`config.mk`:
```
export PLATFORM = sky130hd
export DESIGN_NAME = num_string_scheduler_flat
export DESIGN_NICKNAME = d
export VERILOG_FILES = /design/src/rtl/num_string_scheduler_if.sv /design/src/rtl/num_string_scheduler.sv /design/src/flat_wrapper.sv
export SDC_FILE = /design/constraint.sdc
export NUM_CORES = 1
export LEC_CHECK = 0
export ABC_AREA = 1
export BUFFER_PORTS_ARGS = -buffer_cell sky130_fd_sc_hd__buf_2
export CAP_MARGIN = 20
export CELL_PAD_IN_SITES_DETAIL_PLACEMENT = 1
export CELL_PAD_IN_SITES_GLOBAL_PLACEMENT = 2
export CORE_UTILIZATION = 27
export CTS_CLUSTER_DIAMETER = 120
export DETAILED_ROUTE_END_ITERATION = 10
export PLACE_DENSITY_LB_ADDON = 0.25
export REMOVE_ABC_BUFFERS = 1
export SLEW_MARGIN = 40
export SYNTH_ARGS = -nofsm -noshare
export SYNTH_HDL_FRONTEND = slang
export SYNTH_SLANG_ARGS = --single-unit
export TNS_END_PERCENT = 5
```
`constraint.sdc`:
```
create_clock -name clk_i -period 1.6 [get_ports clk_i]
set_input_delay 0.08 -clock clk_i [delete_from_list [all_inputs] [get_ports clk_i]]
set_output_delay 0.08 -clock clk_i [all_outputs]
set_load 0.02 [all_outputs]
```
`src/rtl/num_string_scheduler_if.sv`:
```
// Requester-side handshake bundle for the num_string scheduler: two BCD word
// sources, each with a valid/data/ready triple.
interface num_string_scheduler_if;
  logic        req0_valid;
  logic [15:0] req0_data;
  logic        req0_ready;
  logic        req1_valid;
  logic [15:0] req1_data;
  logic        req1_ready;

  modport master (
    output req0_valid, req0_data, req1_valid, req1_data,
    input  req0_ready, req1_ready
  );

  modport slave (
    input  req0_valid, req0_data, req1_valid, req1_data,
    output req0_ready, req1_ready
  );
endinterface

```
`src/rtl/num_string_scheduler.sv`:
```
// Round-robin writer of the packed-BCD display word; accepted words are held and
// only committed at the start of vertical blanking so digits never tear mid-frame.
module num_string_scheduler #(
  parameter int unsigned V_ACTIVE    = 480,
  parameter logic [15:0] RESET_VALUE = 16'h0000,
  parameter int unsigned CNT_W       = 8
) (
  input  logic                 clk_i,
  input  logic                 rst_ni,
  input  logic                 p_tick_i,
  input  logic [9:0]           y_i,
  num_string_scheduler_if.slave req,
  output logic [15:0]          num_string_o,
  output logic                 pending_o,
  output logic [CNT_W-1:0]     frame_count_o,
  output logic                 err_bcd_o
);

  typedef enum logic [1:0] {StIdle, StHeld, StCommit} state_e;

  localparam logic [9:0] VLine = 10'(V_ACTIVE);
  localparam logic [9:0] VPrev = 10'(V_ACTIVE - 1);

  state_e             state_q;
  logic               last_grant_q;  // 1: port 1 won last, so port 0 wins a tie
  logic [9:0]         y_q;
  logic [15:0]        pend_word_q;
  logic [15:0]        num_string_q;
  logic               pending_q;
  logic [CNT_W-1:0]   frame_count_q;
  logic               err_bcd_q;

  logic               vblank_start;
  logic               idle;
  logic               grant0;
  logic               grant1;
  logic [15:0]        win_word;

  function automatic logic is_bcd(input logic [15:0] w);
    logic ok;
    ok = 1'b1;
    for (int i = 0; i < 4; i++) begin
      if (w[4*i +: 4] > 4'd9) ok = 1'b0;
    end
    return ok;
  endfunction

  assign vblank_start = p_tick_i && (y_i == VLine) && (y_q == VPrev);
  assign idle         = (state_q == StIdle);
  assign grant0       = idle & req.req0_valid & (~req.req1_valid | last_grant_q);
  assign grant1       = idle & req.req1_valid & (~req.req0_valid | ~last_grant_q);
  assign win_word     = grant1 ? req.req1_data : req.req0_data;

  // Readys are forced low while reset is held, independent of the flops.
  assign req.req0_ready = grant0 & rst_ni;
  assign req.req1_ready = grant1 & rst_ni;

  assign num_string_o  = num_string_q;
  assign pending_o     = pending_q;
  assign frame_count_o = frame_count_q;
  assign err_bcd_o     = err_bcd_q;

  always_ff @(posedge clk_i or negedge rst_ni) begin
    if (!rst_ni) begin
      state_q       <= StIdle;
      last_grant_q  <= 1'b1;
      y_q           <= '0;
      pend_word_q   <= '0;
      num_string_q  <= RESET_VALUE;
      pending_q     <= 1'b0;
      frame_count_q <= '0;
      err_bcd_q     <= 1'b0;
    end else begin
      if (p_tick_i) y_q <= y_i;
      err_bcd_q <= 1'b0;
      unique case (state_q)
        StIdle: begin
          if (grant0 || grant1) begin
            last_grant_q <= grant1;
            if (is_bcd(win_word)) begin
              pend_word_q <= win_word;
              pending_q   <= 1'b1;
              state_q     <= StHeld;
            end else begin
              err_bcd_q <= 1'b1;
            end
          end
        end
        StHeld: begin
          if (vblank_start) state_q <= StCommit;
        end
        StCommit: begin
          num_string_q  <= pend_word_q;
          pending_q     <= 1'b0;
          frame_count_q <= frame_count_q + 1'b1;
          state_q       <= StIdle;
        end
        default: state_q <= StIdle;
      endcase
    end
  end

endmodule

```
`src/flat_wrapper.sv`:
```
// flat-port wrapper written by rule: the top's interface ports become plain ports
module num_string_scheduler_flat 
#(
  parameter int unsigned V_ACTIVE    = 480,
  parameter logic [15:0] RESET_VALUE = 16'h0000,
  parameter int unsigned CNT_W       = 8
)
  (clk_i, rst_ni, p_tick_i, y_i, num_string_o, pending_o, frame_count_o, err_bcd_o, req_req0_valid, req_req0_data, req_req1_valid, req_req1_data, req_req0_ready, req_req1_ready);
  num_string_scheduler_if req_i ();
  input  logic clk_i;
  input  logic rst_ni;
  input  logic p_tick_i;
  input  logic [9:0] y_i;
  output logic [15:0] num_string_o;
  output logic pending_o;
  output logic [CNT_W-1:0] frame_count_o;
  output logic err_bcd_o;
  input wire logic [$bits(req_i.req0_valid)-1:0] req_req0_valid;
  input wire logic [$bits(req_i.req0_data)-1:0] req_req0_data;
  input wire logic [$bits(req_i.req1_valid)-1:0] req_req1_valid;
  input wire logic [$bits(req_i.req1_data)-1:0] req_req1_data;
  output wire logic [$bits(req_i.req0_ready)-1:0] req_req0_ready;
  output wire logic [$bits(req_i.req1_ready)-1:0] req_req1_ready;
  assign req_i.req0_valid = req_req0_valid;
  assign req_i.req0_data = req_req0_data;
  assign req_i.req1_valid = req_req1_valid;
  assign req_i.req1_data = req_req1_data;
  assign req_req0_ready = req_i.req0_ready;
  assign req_req1_ready = req_i.req1_ready;
  num_string_scheduler #(.V_ACTIVE(V_ACTIVE), .RESET_VALUE(RESET_VALUE), .CNT_W(CNT_W)) u_core (.clk_i(clk_i), .rst_ni(rst_ni), .p_tick_i(p_tick_i), .y_i(y_i), .req(req_i), .num_string_o(num_string_o), .pending_o(pending_o), .frame_count_o(frame_count_o), .err_bcd_o(err_bcd_o));
endmodule
```
* Yosys cells after proc, flatten, opt, wreduce, memory -nomap -nowiden
Index checks and enable logic that the tools add are counted.
Operators by class: add/sub/neg operators 1, order comparisons 4, equality and inequality tests 7, muxes and demuxes 17, bitwise logic cells 11, reductions and logical operators 9
Operators by type and width (number):
- $eq A10 B9 Y1 const B | 2
- $gt A4 B4 Y1 const B | 4
- $mux W16 | 1
- $mux W1 | 11
- $reduce_and A3 Y1 | 3
- $add A8 B1 Y8 const B | 1
- $and A1 B1 Y1 | 6
- $mux W2 | 3
- $ne A2 B2 Y1 const B | 2
- $pmux W2 S2 | 1
- $not A1 Y1 | 3
- $eq A2 B1 Y1 const B | 1
- $eq A2 B2 Y1 const B | 1
- $logic_and A1 B1 Y1 | 2
- $logic_not A2 Y1 | 1
- $ne A2 B1 Y1 const B | 1
- $or A1 B1 Y1 | 2
- $pmux W1 S2 | 1
- $reduce_and A2 Y1 | 1
- $reduce_bool A2 Y1 | 1
- $logic_or A1 B1 Y1 | 1
Word-level totals: bits in registers 55, input bits 47, output and inout port bits 28, word-level logic and storage cells 57

* Depth between registers and ports, before layout
Gate-level depths: netlist (run 1).
word-level depth 14, mapped depth 13, depth with buffers taken out 11

* Worst setup path after synthesis (run 1)
No wires, ideal clock.
kind register to register, from reg u_core.state_q[1], to reg u_core.pend_word_q[10], arrival 1.658 ns, path slack -0.175 ns, stages on the path, launching flop included 13, buffers on the path 2, period minus slack after synthesis 1.775 ns, cells stage by stage dfrtp_1 > nor2_4 > nand3_4 > buf_6 > nand2_2 > o21ai_2 > nand2_1 > nand2_2 > nor2_8 > nand2_4 > buf_6 > nand2_1 > nand2_1
Between the ends: cells in the longest elaborated chain, start to end 12, elaborated cells between the ends (all ways) 18, those cells by class order compare (4); mux (7); bitwise (4); reduce/logical (3)
Ends and longest elaborated chain:
- start, declared | line num_string_scheduler.sv:24 | state_e state_q;
- start signal, assigned | line num_string_scheduler.sv:65 | state_q <= StIdle;
- start signal, assigned | line num_string_scheduler.sv:83 | state_q <= StHeld;
- start signal, assigned | line num_string_scheduler.sv:90 | if (vblank_start) state_q <= StCommit;
- $logic_not A2 Y1 (*) | line num_string_scheduler.sv:49, num_string_scheduler.sv:76
- $and A1 B1 Y1 (2 in a row) | line num_string_scheduler.sv:51 | assign grant1 = idle & req.req1_valid & (~req.req0_valid | ~last_grant_q);
- $mux W16 | line num_string_scheduler.sv:52 | assign win_word = grant1 ? req.req1_data : req.req0_data;
- $gt A4 B4 Y1 | line num_string_scheduler.sv:43 | if (w[4*i +: 4] > 4'd9) ok = 1'b0;
- $mux W1 (4 in a row) | line num_string_scheduler.sv:43
- $mux W1 | line num_string_scheduler.sv:78 | if (grant0 || grant1) begin
- $mux W1 | line num_string_scheduler.sv:76 | unique case (state_q)
- $reduce_and A3 Y1 (no line)
- end signal, assigned | line num_string_scheduler.sv:81 | pend_word_q <= win_word;
- end, declared | line num_string_scheduler.sv:27 | logic [15:0] pend_word_q;
Every way passes the cells marked *; elsewhere a longest branch is shown, timed or not. The select of a mux whose other input is x is not followed. A chain may end at the register's enable or synchronous reset.

* Worst setup path after layout (run 1)
from reg u_core.state_q[1], to reg u_core.pend_word_q[5]
Same word-level chain as after synthesis.

==> results of run 1 <==
==> layer usage <==
metal  vias up  share of wire
met5         -              0
met4         0          0.013
met3         6          0.039
met2        51           0.48
met1      1069           0.47
li1       1168              -
==> repair_timing <==
item,in CTS,in global routing
gates resized for setup,11,3
setup buffers,1,0
pin swaps,3,1
hold buffers,6,0
endpoints found under the hold margin,17,0
cloned,2,0
setup endpoints to repair,24,24
==> flip-flops by register name, summed over array words and instances (netlist names) <==
| signal | count |
|---|---|
| u_core.err_bcd_o | 1 |
| u_core.num_string_o | 16 |
| u_core.last_grant_q | 1 |
| u_core.state_q | 2 |
| u_core.pending_o | 1 |
| u_core.pend_word_q | 16 |
| u_core.frame_count_o | 8 |
| u_core.y_q | 10 |
==> power by group through the flow <==
stage | combinational, mW | clock, mW | sequential [mW]
4_1_cts | 1.11 | 0.933 | 1.80
3_3_place_gp | 0.954 | 0 | 1.82
2_1_floorplan | 0.574 | 0 | 1.78
6_report | 1.09 | 0.901 | 1.80
5_1_grt | 1.23 | 0.980 | 1.83
3_5_place_dp | 0.991 | 0 | 1.83
==> layout by cell type, fill, tap and decap left out, drive strengths merged, types with 6 or more instances in the layout <==
master	Yosys	layout
nand2	144	144
buf	6	99
dfrtp	54	54
inv	30	30
nand4	12	12
nand3	11	12
nand3b	10	10
o21ai	7	7
dlygate4sd3	0	6
clkbuf	5	6
==> through the flow <==
stage                     worst slack, ps  total power [mW]  instance area [um^2]
after floorplan                      -219              2.36                  2540
after global routing                 -356              4.04                  3500
after CTS                            -212              3.84                  3490
after global placement               -146              2.77                  3260
after detailed placement             -232              2.82                  3260
final                                -171              3.78                  3500
==> logic make-up (layout without fill, tap and decap cells) <==
logic type               after synthesis  after routing  share of synthesized area
buffers and inverters                 42            143                     0.0713
AND/OR/NAND/NOR                      189            190                      0.329
flip-flops                            55             55                      0.527
adder cells (fa/ha/maj)                1              1                    0.00478
XOR/XNOR                               7              7                     0.0234
multiplexers                           4              4                     0.0167
AO/OA/AOI/OAI                         11             11                     0.0278
==> critical path, delay by kind of cell, from the launching register on <==
kind	cells	cell delay (ps)
buf+inv	2	350
flops	1	420
simple gates	9	940
==> how the worst max path moves through the flow <==
stage / slack (ps) / endpoint / start / cells past startpoint
after global routing: -360 / u_core.pend_word_q[6]$_DFFE_PN0P_ / u_core.state_q[0]$_DFFE_PN0P_ / 11
after global placement: -150 / u_core.pend_word_q[8]$_DFFE_PN0P_ / u_core.last_grant_q$_DFFE_PN1P_ / 11
final: -170 / u_core.pend_word_q[5]$_DFFE_PN0P_ / u_core.state_q[1]$_DFFE_PN0P_ / 11
after CTS: -210 / u_core.pend_word_q[5]$_DFFE_PN0P_ / u_core.state_q[0]$_DFFE_PN0P_ / 11
after detailed placement: -230 / u_core.pend_word_q[13]$_DFFE_PN0P_ / u_core.last_grant_q$_DFFE_PN1P_ / 11
after floorplan: -220 / u_core.pend_word_q[10]$_DFFE_PN0P_ / u_core.state_q[1]$_DFFE_PN0P_ / 10
==> layout make-up <==
| cell class | instances | area [um^2] | share of cell area |
|---|---|---|---|
| Clock buffer | 6 | 72.6 | 0.0207 |
| Clock inverter | 1 | 30.0 | 0.00857 |
| Inverter | 31 | 116 | 0.0332 |
| Multi-Input combinational cell | 213 | 1100 | 0.314 |
| Sequential cell | 55 | 1380 | 0.393 |
| Tap cell | 129 | 161 | 0.0461 |
| Timing Repair Buffer | 105 | 644 | 0.184 |
==> flow_summary.json, run 1 <==
{
  "status": "finished with violations",
  "violations": "setup timing",
  "grt_max_degree": 44,
  "die_w_um": 100,
  "synth_area_leaders": "dfrtp_1 (52%), nand2_1 (20%), inv_1 (4.3%)",
  "r2r_end": "u_core.pend_word_q[5]$_DFFE_PN0P_",
  "cp.required_ps": 1850,
  "swShare": 0.324,
  "clock-sinks": 55,
  "yosysMostFrequentCell": "nand2_1",
  "synth_edf_count": 0,
  "pwr-share-seq": 0.475,
  "dp_hpwl_um": 5230,
  "ys_types": 34,
  "seq_area_frac_synth": 0.527,
  "vias_per_cell": 4.25,
  "grt_overflow_total": 0,
  "cts_inserted_buffers": 5,
  "area_growth_pct": 33.9,
  "p_leak_nw": 2.00,
  "rows": 35,
  "hold_start": "y_i[7]",
  "instances_no_fill": 540,
  "post_drt_wl_per_cell_um": 12.5,
  "rsz0062_at_grt": "true",
  "worst-r2r-cell-count": 11,
  "busiest_layer": "met2",
  "p_per_area_nw_per_um2": 1080,
  "r2r_start": "u_core.state_q[1]$_DFFE_PN0P_",
  "use_met2": 0.252,
  "hold_viol": 0,
  "clk-insertion-delay-late_ps": 300,
  "fin_skew_ps": 7.56,
  "setup_violations": 20,
  "nFillCells": 1161,
  "critPathSlowestCell": "dfrtp_1",
  "num_vias": 2294,
  "drc": 0,
  "hold_slack_ps": 11.7,
  "synth_ff_type": "dfrtp_1",
  "layout.nets": 459,
  "end_kind": "register",
  "wirelength_um": 6780,
  "critical_path_class": "register to register",
  "hp-class": "input pin to register",
  "switching_power_mw": 1.23,
  "synth.top_cells.by_count": "nand2_1 (138), dfrtp_1 (54), inv_1 (30), nand4_1 (12)",
  "syn_inst": 309,
  "reg2reg_slack_ps": -170,
  "max_cap_viol_count": 0,
  "grt_usage": 0.147,
  "cts_tree": "yes",
  "peakVddDrop_uv": 513,
  "fp.dieH_um": 100,
  "fin_util": 0.375,
  "synth_seq_cells": 55,
  "core_um2": 9330,
  "slew_violations": 0,
  "tightest_slew_ps": 375,
  "numPortBuffers": 74,
  "die_area_um2": 10100,
  "max_freq_ghz": 0.565,
  "ys_warn_count": 0,
  "min_period_ps": 1770,
  "use_met1": 0.192,
  "slew_headroom": 0.750,
  "avgSynthCellArea_um2": 8.46,
  "antenna_cells": 0,
  "crit_top_cell": "nand2_1",
  "grt_first_pass_wirelength_um": 11600,
  "cp-start-kind": "register",
  "clkPwrFrac": 0.238,
  "synth_area_um2": 2620,
  "cts_root_buf": "clkbuf_8",
  "grt_pass1_vias": 2456,
  "ctsLongestPathBuffers": 2,
  "p_int_mw": 2.56,
  "hold_path_depth": 3,
  "drive_gt1_frac": 0.321,
  "post-place-cells": 524,
  "ctsHtreeMaxLevel": 2,
  "clk_pin_slew_ps": 100,
  "num_io_pins": 75,
  "met3_usage": 0.0216,
  "worstPathArrival_ps": 2020,
  "path_cells": "nor2_4 > buf_4 > nand4_1 > nand2_1 > nand2_1 > nand2_1 > nand2_2 > nor2_8 > buf_4 > nand3b_1 > nand2_1",
  "tns_ps": -2800,
  "gp_congestion": 0.750,
  "ant_nets": 0,
  "setup_ws_ps": -171,
  "cpPeakStageDelay_ps": 420,
  "period_share": 1.11,
  "initial_core_util": 0.280,
  "critPathMaxFanout": 7,
  "yosys.area.top_type": "dfrtp_1",
  "synth_top_area_share": 0.517,
  "drt_iter0_markers": 98,
  "antenna_found_initial": 0,
  "power_frac_comb": 0.287,
  "min_delay_worst_endpoint": "u_core.y_q[7]$_DFFE_PN0P_",
  "drtPass1Iterations": 4,
  "ys_async_sr_fraction": 1.00
}
Power figures use the tool's default switching activity.
==> inputs of run 2 (changes only) <==
--- a/config.mk
+++ b/config.mk
@@ -10,11 +10,13 @@
 export CAP_MARGIN = 20
 export CELL_PAD_IN_SITES_DETAIL_PLACEMENT = 1
 export CELL_PAD_IN_SITES_GLOBAL_PLACEMENT = 2
-export CORE_UTILIZATION = 27
+export CORE_MARGIN = 2
+export CORE_UTILIZATION = 30
 export CTS_CLUSTER_DIAMETER = 120
 export DETAILED_ROUTE_END_ITERATION = 10
 export PLACE_DENSITY_LB_ADDON = 0.25
 export REMOVE_ABC_BUFFERS = 1
+export SKIP_LAST_GASP = 1
 export SLEW_MARGIN = 40
 export SYNTH_ARGS = -nofsm -noshare
 export SYNTH_HDL_FRONTEND = slang
==> constraint.sdc (replaced) <==
create_clock -name clk_i -period 1.8 [get_ports clk_i]
set_input_delay 0.09 -clock clk_i [delete_from_list [all_inputs] [get_ports clk_i]]
set_output_delay 0.09 -clock clk_i [all_outputs]
set_load 0.02 [all_outputs]
==> run 2 against run 1 <==
Net effect: largest cell class unchanged; highest routed layer unchanged; sequential share of layout area increased by 1.5 points; final area decreased by 3.7%; critical path depth stayed put; global-route usage up 0.15 points; hold slack improved by 2.1 ps; critical endpoint unchanged; the run now ends clean; fmax rose by 0.97%.
==> flow_summary.json, run 2 (synthesis gave the netlist of run 1 again) <==
{
  "reg2reg_slack_ps": 50,
  "hold_start": "y_i[8]",
  "slew_headroom": 0.516,
  "clk_pin_slew_ps": 100,
  "tns_ps": 0,
  "clock-sinks": 55,
  "rows": 34,
  "area_growth_pct": 28.9,
  "r2r_end": "u_core.pend_word_q[5]$_DFFE_PN0P_",
  "setup_violations": 0,
  "hold_viol": 0,
  "max_cap_viol_count": 0,
  "grt_first_pass_wirelength_um": 11600,
  "setup_ws_ps": 45.6,
  "worstPathArrival_ps": 2010,
  "dr_wl_met3_um": 244,
  "min_delay_worst_endpoint": "u_core.y_q[8]$_DFFE_PN0P_",
  "drc": 0,
  "num_io_pins": 75,
  "end_kind": "register",
  "drive_gt1_frac": 0.292,
  "initial_core_util": 0.304,
  "swShare": 0.330,
  "hp-class": "input pin to register",
  "fin_util": 0.392,
  "layout_commonest_cell": "nand2_1",
  "pwr-share-seq": 0.494,
  "p_leak_nw": 1.96,
  "cts_root_buf": "clkbuf_8",
  "cp-start-kind": "register",
  "cts_inserted_buffers": 5,
  "p_int_mw": 2.14,
  "switching_power_mw": 1.05,
  "die_area_um2": 9480,
  "cts_tree": "yes",
  "wl_met1_um": 3190,
  "core_um2": 8590,
  "num_vias": 2270,
  "power_frac_comb": 0.282,
  "gp_congestion": 0.737,
  "slew_violations": 0,
  "drt_iter0_markers": 50,
  "fin_skew_ps": 16.0,
  "post_drt_wl_per_cell_um": 12.9,
  "grt_pass1_vias": 2407,
  "max_freq_ghz": 0.570,
  "critical_path_class": "register to register",
  "wirelength_um": 6590,
  "p_per_area_nw_per_um2": 947,
  "fp.dieH_um": 97.4,
  "antenna_found_initial": 0,
  "min_period_ps": 1750,
  "dp_hpwl_um": 4970,
  "r2r_start": "u_core.state_q[0]$_DFFE_PN0P_",
  "hold_path_depth": 3,
  "clkPwrFrac": 0.224,
  "peakVddDrop_uv": 310,
  "die_w_um": 97.4,
  "routed-wl-met2_um": 3060,
  "ctsLongestPathBuffers": 2,
  "ant_nets": 0,
  "grt_overflow_total": 0,
  "design_area_um2": 3370,
  "clk-insertion-delay-late_ps": 310,
  "dpl_cell_area_um2": 3160,
  "cp.required_ps": 2060,
  "drtPass1Iterations": 4,
  "period_share": 0.975,
  "vias_per_cell": 4.43,
  "rsz0062_at_grt": "true",
  "dr.max_layer_used": "met4",
  "numPortBuffers": 74,
  "critPathMaxFanout": 11,
  "dpl_worst_slack_ps": -36.2,
  "grt_max_degree": 56,
  "tightest_slew_ps": 725,
  "grt_usage": 0.149,
  "nFillCells": 1070,
  "power_mw": 3.19,
  "ctsHtreeMaxLevel": 2,
  "layout_common_cells": "nand2_1 (137), buf_2 (74), dfrtp_1 (54)",
  "worst-r2r-cell-count": 11,
  "layout.nets": 451,
  "status": "finished, final reports clean",
  "antenna_cells": 0
}
run 2: metrics by stage:
step	cells	hold slack [ps]
2_1_floorplan	298	-206
3_3_place_gp	495	296
3_5_place_dp	495	307
4_1_cts	512	3.10
5_1_grt	512	26.2
6_report	512	13.7
run 2: metal layers:
metal,track usage,vias to the layer above
met4,0.0449,0
met2,0.240,54
met1,0.208,1062
met5,0,-
li1,-,1148
met3,0.0201,6
run 2: worst max-delay path by stage:
stage                                         start  cells after the start  slack [ps]                                 end
floorplan             u_core.state_q[1]$_DFFE_PN0P_                     10         -20  u_core.pend_word_q[10]$_DFFE_PN0P_
global placement    u_core.last_grant_q$_DFFE_PN1P_                     11          30   u_core.pend_word_q[5]$_DFFE_PN0P_
detailed placement  u_core.last_grant_q$_DFFE_PN1P_                     11         -40   u_core.pend_word_q[5]$_DFFE_PN0P_
CTS                   u_core.state_q[0]$_DFFE_PN0P_                     11          -6   u_core.pend_word_q[5]$_DFFE_PN0P_
global route          u_core.state_q[0]$_DFFE_PN0P_                     11        -140   u_core.pend_word_q[7]$_DFFE_PN0P_
finish                u_core.state_q[0]$_DFFE_PN0P_                     11          50   u_core.pend_word_q[5]$_DFFE_PN0P_
run 2: worst max-delay path, cell delays in order, from the launching register on:
cell      delay, ps
dfrtp_1         420
nor2_4          190
buf_6           160
nand4_1         100
nand2_2         100
nand2_1          50
nand2_1          60
nand2_2          90
nor2_8          170
buf_6           160
nand3b_1        100
nand2_1          80
run 2: power by group through the flow:
stage                     combinational, mW  clock, mW  sequential, mW
after global placement                0.819          0            1.60
final                                 0.900      0.716            1.58
after global routing                   1.04      0.811            1.60
after CTS                             0.903      0.758            1.58
after floorplan                       0.510          0            1.59
after detailed placement              0.837          0            1.61
run 2: cell type report:
type	count	area, um^2	area share
clock inverters	1	8.76	0.00260
multi-input cells	213	1080	0.320
inverters	31	116	0.0345
clock buffers	7	86.3	0.0256
flip-flops and latches	55	1380	0.409
repair buffers	97	568	0.168
well taps	108	135	0.0401
run 2: what timing repair did:
item | 4_1_cts | 5_1_grt
buffers inserted | 1 | 0
gates resized for setup | 2 | 3
gates cloned | 1 | 0
setup endpoints to repair | 16 | 19
hold buffers | 7 | 0
pin swaps | 1 | 1
endpoints found under the hold margin | 60 | 0
==> inputs of run 3 (changes only) <==
--- a/config.mk
+++ b/config.mk
@@ -7,14 +7,13 @@
 export LEC_CHECK = 0
 export ABC_AREA = 1
 export BUFFER_PORTS_ARGS = -buffer_cell sky130_fd_sc_hd__buf_2
-export CAP_MARGIN = 20
 export CELL_PAD_IN_SITES_DETAIL_PLACEMENT = 1
 export CELL_PAD_IN_SITES_GLOBAL_PLACEMENT = 2
 export CORE_MARGIN = 2
 export CORE_UTILIZATION = 30
 export CTS_CLUSTER_DIAMETER = 120
 export DETAILED_ROUTE_END_ITERATION = 10
-export PLACE_DENSITY_LB_ADDON = 0.25
+export PLACE_DENSITY_LB_ADDON = 0.1
 export REMOVE_ABC_BUFFERS = 1
 export SKIP_LAST_GASP = 1
 export SLEW_MARGIN = 40
==> run 3 against run 2 <==
Net effect: flip-flop and latch count unchanged; cell count up 1.4%; critical path depth did not move; die area did not move; clock skew fell by 7.8 ps; first-iteration DRC count fell by 18%; via count is 1.3% higher; wire length grew 3.8%; non-clock buffer count is 7 higher; hold slack gained 1.6 ps; sequential share of layout area shrank 0.49 points; clock-buffer cell count down 1; critical path type unchanged; highest routed layer unchanged.
==> flow_summary.json, run 3 (synthesis gave the netlist of run 1 again) <==
{
  "status": "finished, final reports clean",
  "grt_max_degree": 56,
  "nFillCells": 1058,
  "num_vias": 2299,
  "critPathSlowestCell": "dfrtp_1",
  "dp_hpwl_um": 5230,
  "cp-start-kind": "register",
  "wirelength_um": 6840,
  "ctsHtreeMaxLevel": 2,
  "num_io_pins": 75,
  "worstPathArrival_ps": 1990,
  "cts_inserted_buffers": 5,
  "cts_root_buf": "clkbuf_8",
  "path_cells": "nor2_4 > nand3_4 > buf_4 > nand2_2 > o21ai_2 > nand2_1 > nand2_2 > nor2_8 > buf_6 > nand3b_1 > nand2_1",
  "critical_path_class": "register to register",
  "setup_violations": 0,
  "dpl_worst_slack_ps": -1.50,
  "layout_commonest_cell": "nand2_1",
  "max_freq_ghz": 0.577,
  "fin_skew_ps": 8.26,
  "grt_pass1_vias": 2420,
  "fp.dieH_um": 97.4,
  "cp.required_ps": 2050,
  "drt_iter0_markers": 41,
  "drc": 0,
  "slew_headroom": 0.530,
  "core_um2": 8590,
  "antenna_cells": 0,
  "die_area_um2": 9480,
  "tightest_slew_ps": 705,
  "critPathMaxFanout": 11,
  "cts_tree": "yes",
  "period_share": 0.963,
  "pwr-share-seq": 0.490,
  "p_int_mw": 2.14,
  "dpl_cell_area_um2": 3200,
  "die_w_um": 97.4,
  "clock-sinks": 55,
  "antenna_found_initial": 0,
  "setup_ws_ps": 66.9,
  "end_kind": "register",
  "slew_violations": 0,
  "clkPwrFrac": 0.214,
  "clk-insertion-delay-late_ps": 320,
  "rows": 34,
  "p_per_area_nw_per_um2": 947,
  "ant_nets": 0,
  "initial_core_util": 0.304,
  "hold_slack_ps": 15.4,
  "clk_pin_slew_ps": 100,
  "min_period_ps": 1730,
  "rsz0062_at_grt": "true",
  "cpPeakStageDelay_ps": 420,
  "drive_gt1_frac": 0.307,
  "ctsLongestPathBuffers": 2,
  "gp_congestion": 0.729,
  "peakVddDrop_uv": 396,
  "vias_per_cell": 4.43,
  "area_growth_pct": 30.5,
  "numPortBuffers": 74,
  "layout_common_cells": "nand2_1 (138), buf_2 (74), dfrtp_1 (54)",
  "drtPass1Iterations": 4,
  "cpLargestDelayFamily": "simple AND/OR/NAND/NOR gates",
  "grt_first_pass_wirelength_um": 11700,
  "switching_power_mw": 1.09,
  "power_frac_comb": 0.295,
  "grt_usage": 0.153,
  "hp-class": "input pin to register",
  "layout.nets": 458,
  "crit_buf_inv": 2,
  "p_leak_nw": 1.98,
  "max_cap_viol_count": 0,
  "grt_overflow_total": 0,
  "post_drt_wl_per_cell_um": 13.2,
  "design_area_um2": 3410,
  "swShare": 0.337,
  "hold_viol": 0
}
==> run 3: changes by cell type in the layout (fill, tap and decap cells not counted), sizes merged <==
cell         delta
clkinvlp        +1
clkbuf          -1
dlygate4sd3     -1
buf             +8
==> run 3: worst reg2reg max path, cell delays in order, from the launching register on <==
cell      delay, ps
dfrtp_1         420
nor2_4          180
nand3_4         140
buf_4           190
nand2_2          60
o21ai_2          60
nand2_1          80
nand2_2          80
nor2_8          160
buf_6           150
nand3b_1         80
nand2_1          80
==> run 3: final timing paths <==
check,end,startpoint,slack (ps),cells past startpoint
max,u_core.pend_word_q[6]$_DFFE_PN0P_,u_core.state_q[1]$_DFFE_PN0P_,70,11
min,u_core.y_q[4]$_DFFE_PN0P_,y_i[4],20,3
max reg2reg,u_core.pend_word_q[6]$_DFFE_PN0P_,u_core.state_q[1]$_DFFE_PN0P_,70,11
min reg2reg,u_core.pend_word_q[7]$_DFFE_PN0P_,u_core.pend_word_q[7]$_DFFE_PN0P_,480,2
max in group asynchronous,u_core.num_string_o[1]$_DFFE_PN0P_,rst_ni,840,3
min in group asynchronous,u_core.y_q[1]$_DFFE_PN0P_,rst_ni,490,3
==> run 3: per-layer routing <==
layer | up-vias | track usage | wire length, um
met2 | 49 | 0.279 | 3480
met4 | 0 | 0.0417 | 82
met3 | 5 | 0.0216 | 234
met5 | - | 0 | 0
met1 | 1085 | 0.187 | 3050
li1 | 1160 | - | -
==> run 3: stage by stage <==
step	util	std cells	TNS, ps	power [mW]
detailed placement	0.372	500	-1.50	2.48
finish	0.397	519	0	3.23
CTS	0.395	519	0	3.29
global placement	0.372	500	0	2.45
floorplan	-	298	-296	2.10
global route	0.397	519	-1110	3.48
==> run 3: power by group through the flow <==
stage / sequential [mW] / clock, mW / combinational [mW]
final: 1.58 / 0.693 / 0.955
after floorplan: 1.59 / 0 / 0.510
after CTS: 1.59 / 0.735 / 0.964
after global routing: 1.61 / 0.770 / 1.09
after detailed placement: 1.61 / 0 / 0.866
after global placement: 1.61 / 0 / 0.844
==> run 3: timing repair <==
action / CTS / global route
hold endpoints to repair: 15 / 0
hold buffers: 6 / 0
cloned: 1 / 0
endpoints found under the setup margin: 5 / 21
buffers inserted: 4 / 0
pin swaps: 2 / 1
gates resized for setup: 2 / 3
==> run 3: area by class of cell <==
cell class	count	area, um^2	share of cell area
Clock buffer	6	72.6	0.0213
Clock inverter	2	12.5	0.00367
Inverter	31	116	0.0341
Multi-Input combinational cell	213	1080	0.317
Sequential cell	55	1380	0.404
Tap cell	108	135	0.0396
Timing Repair Buffer	104	618	0.181
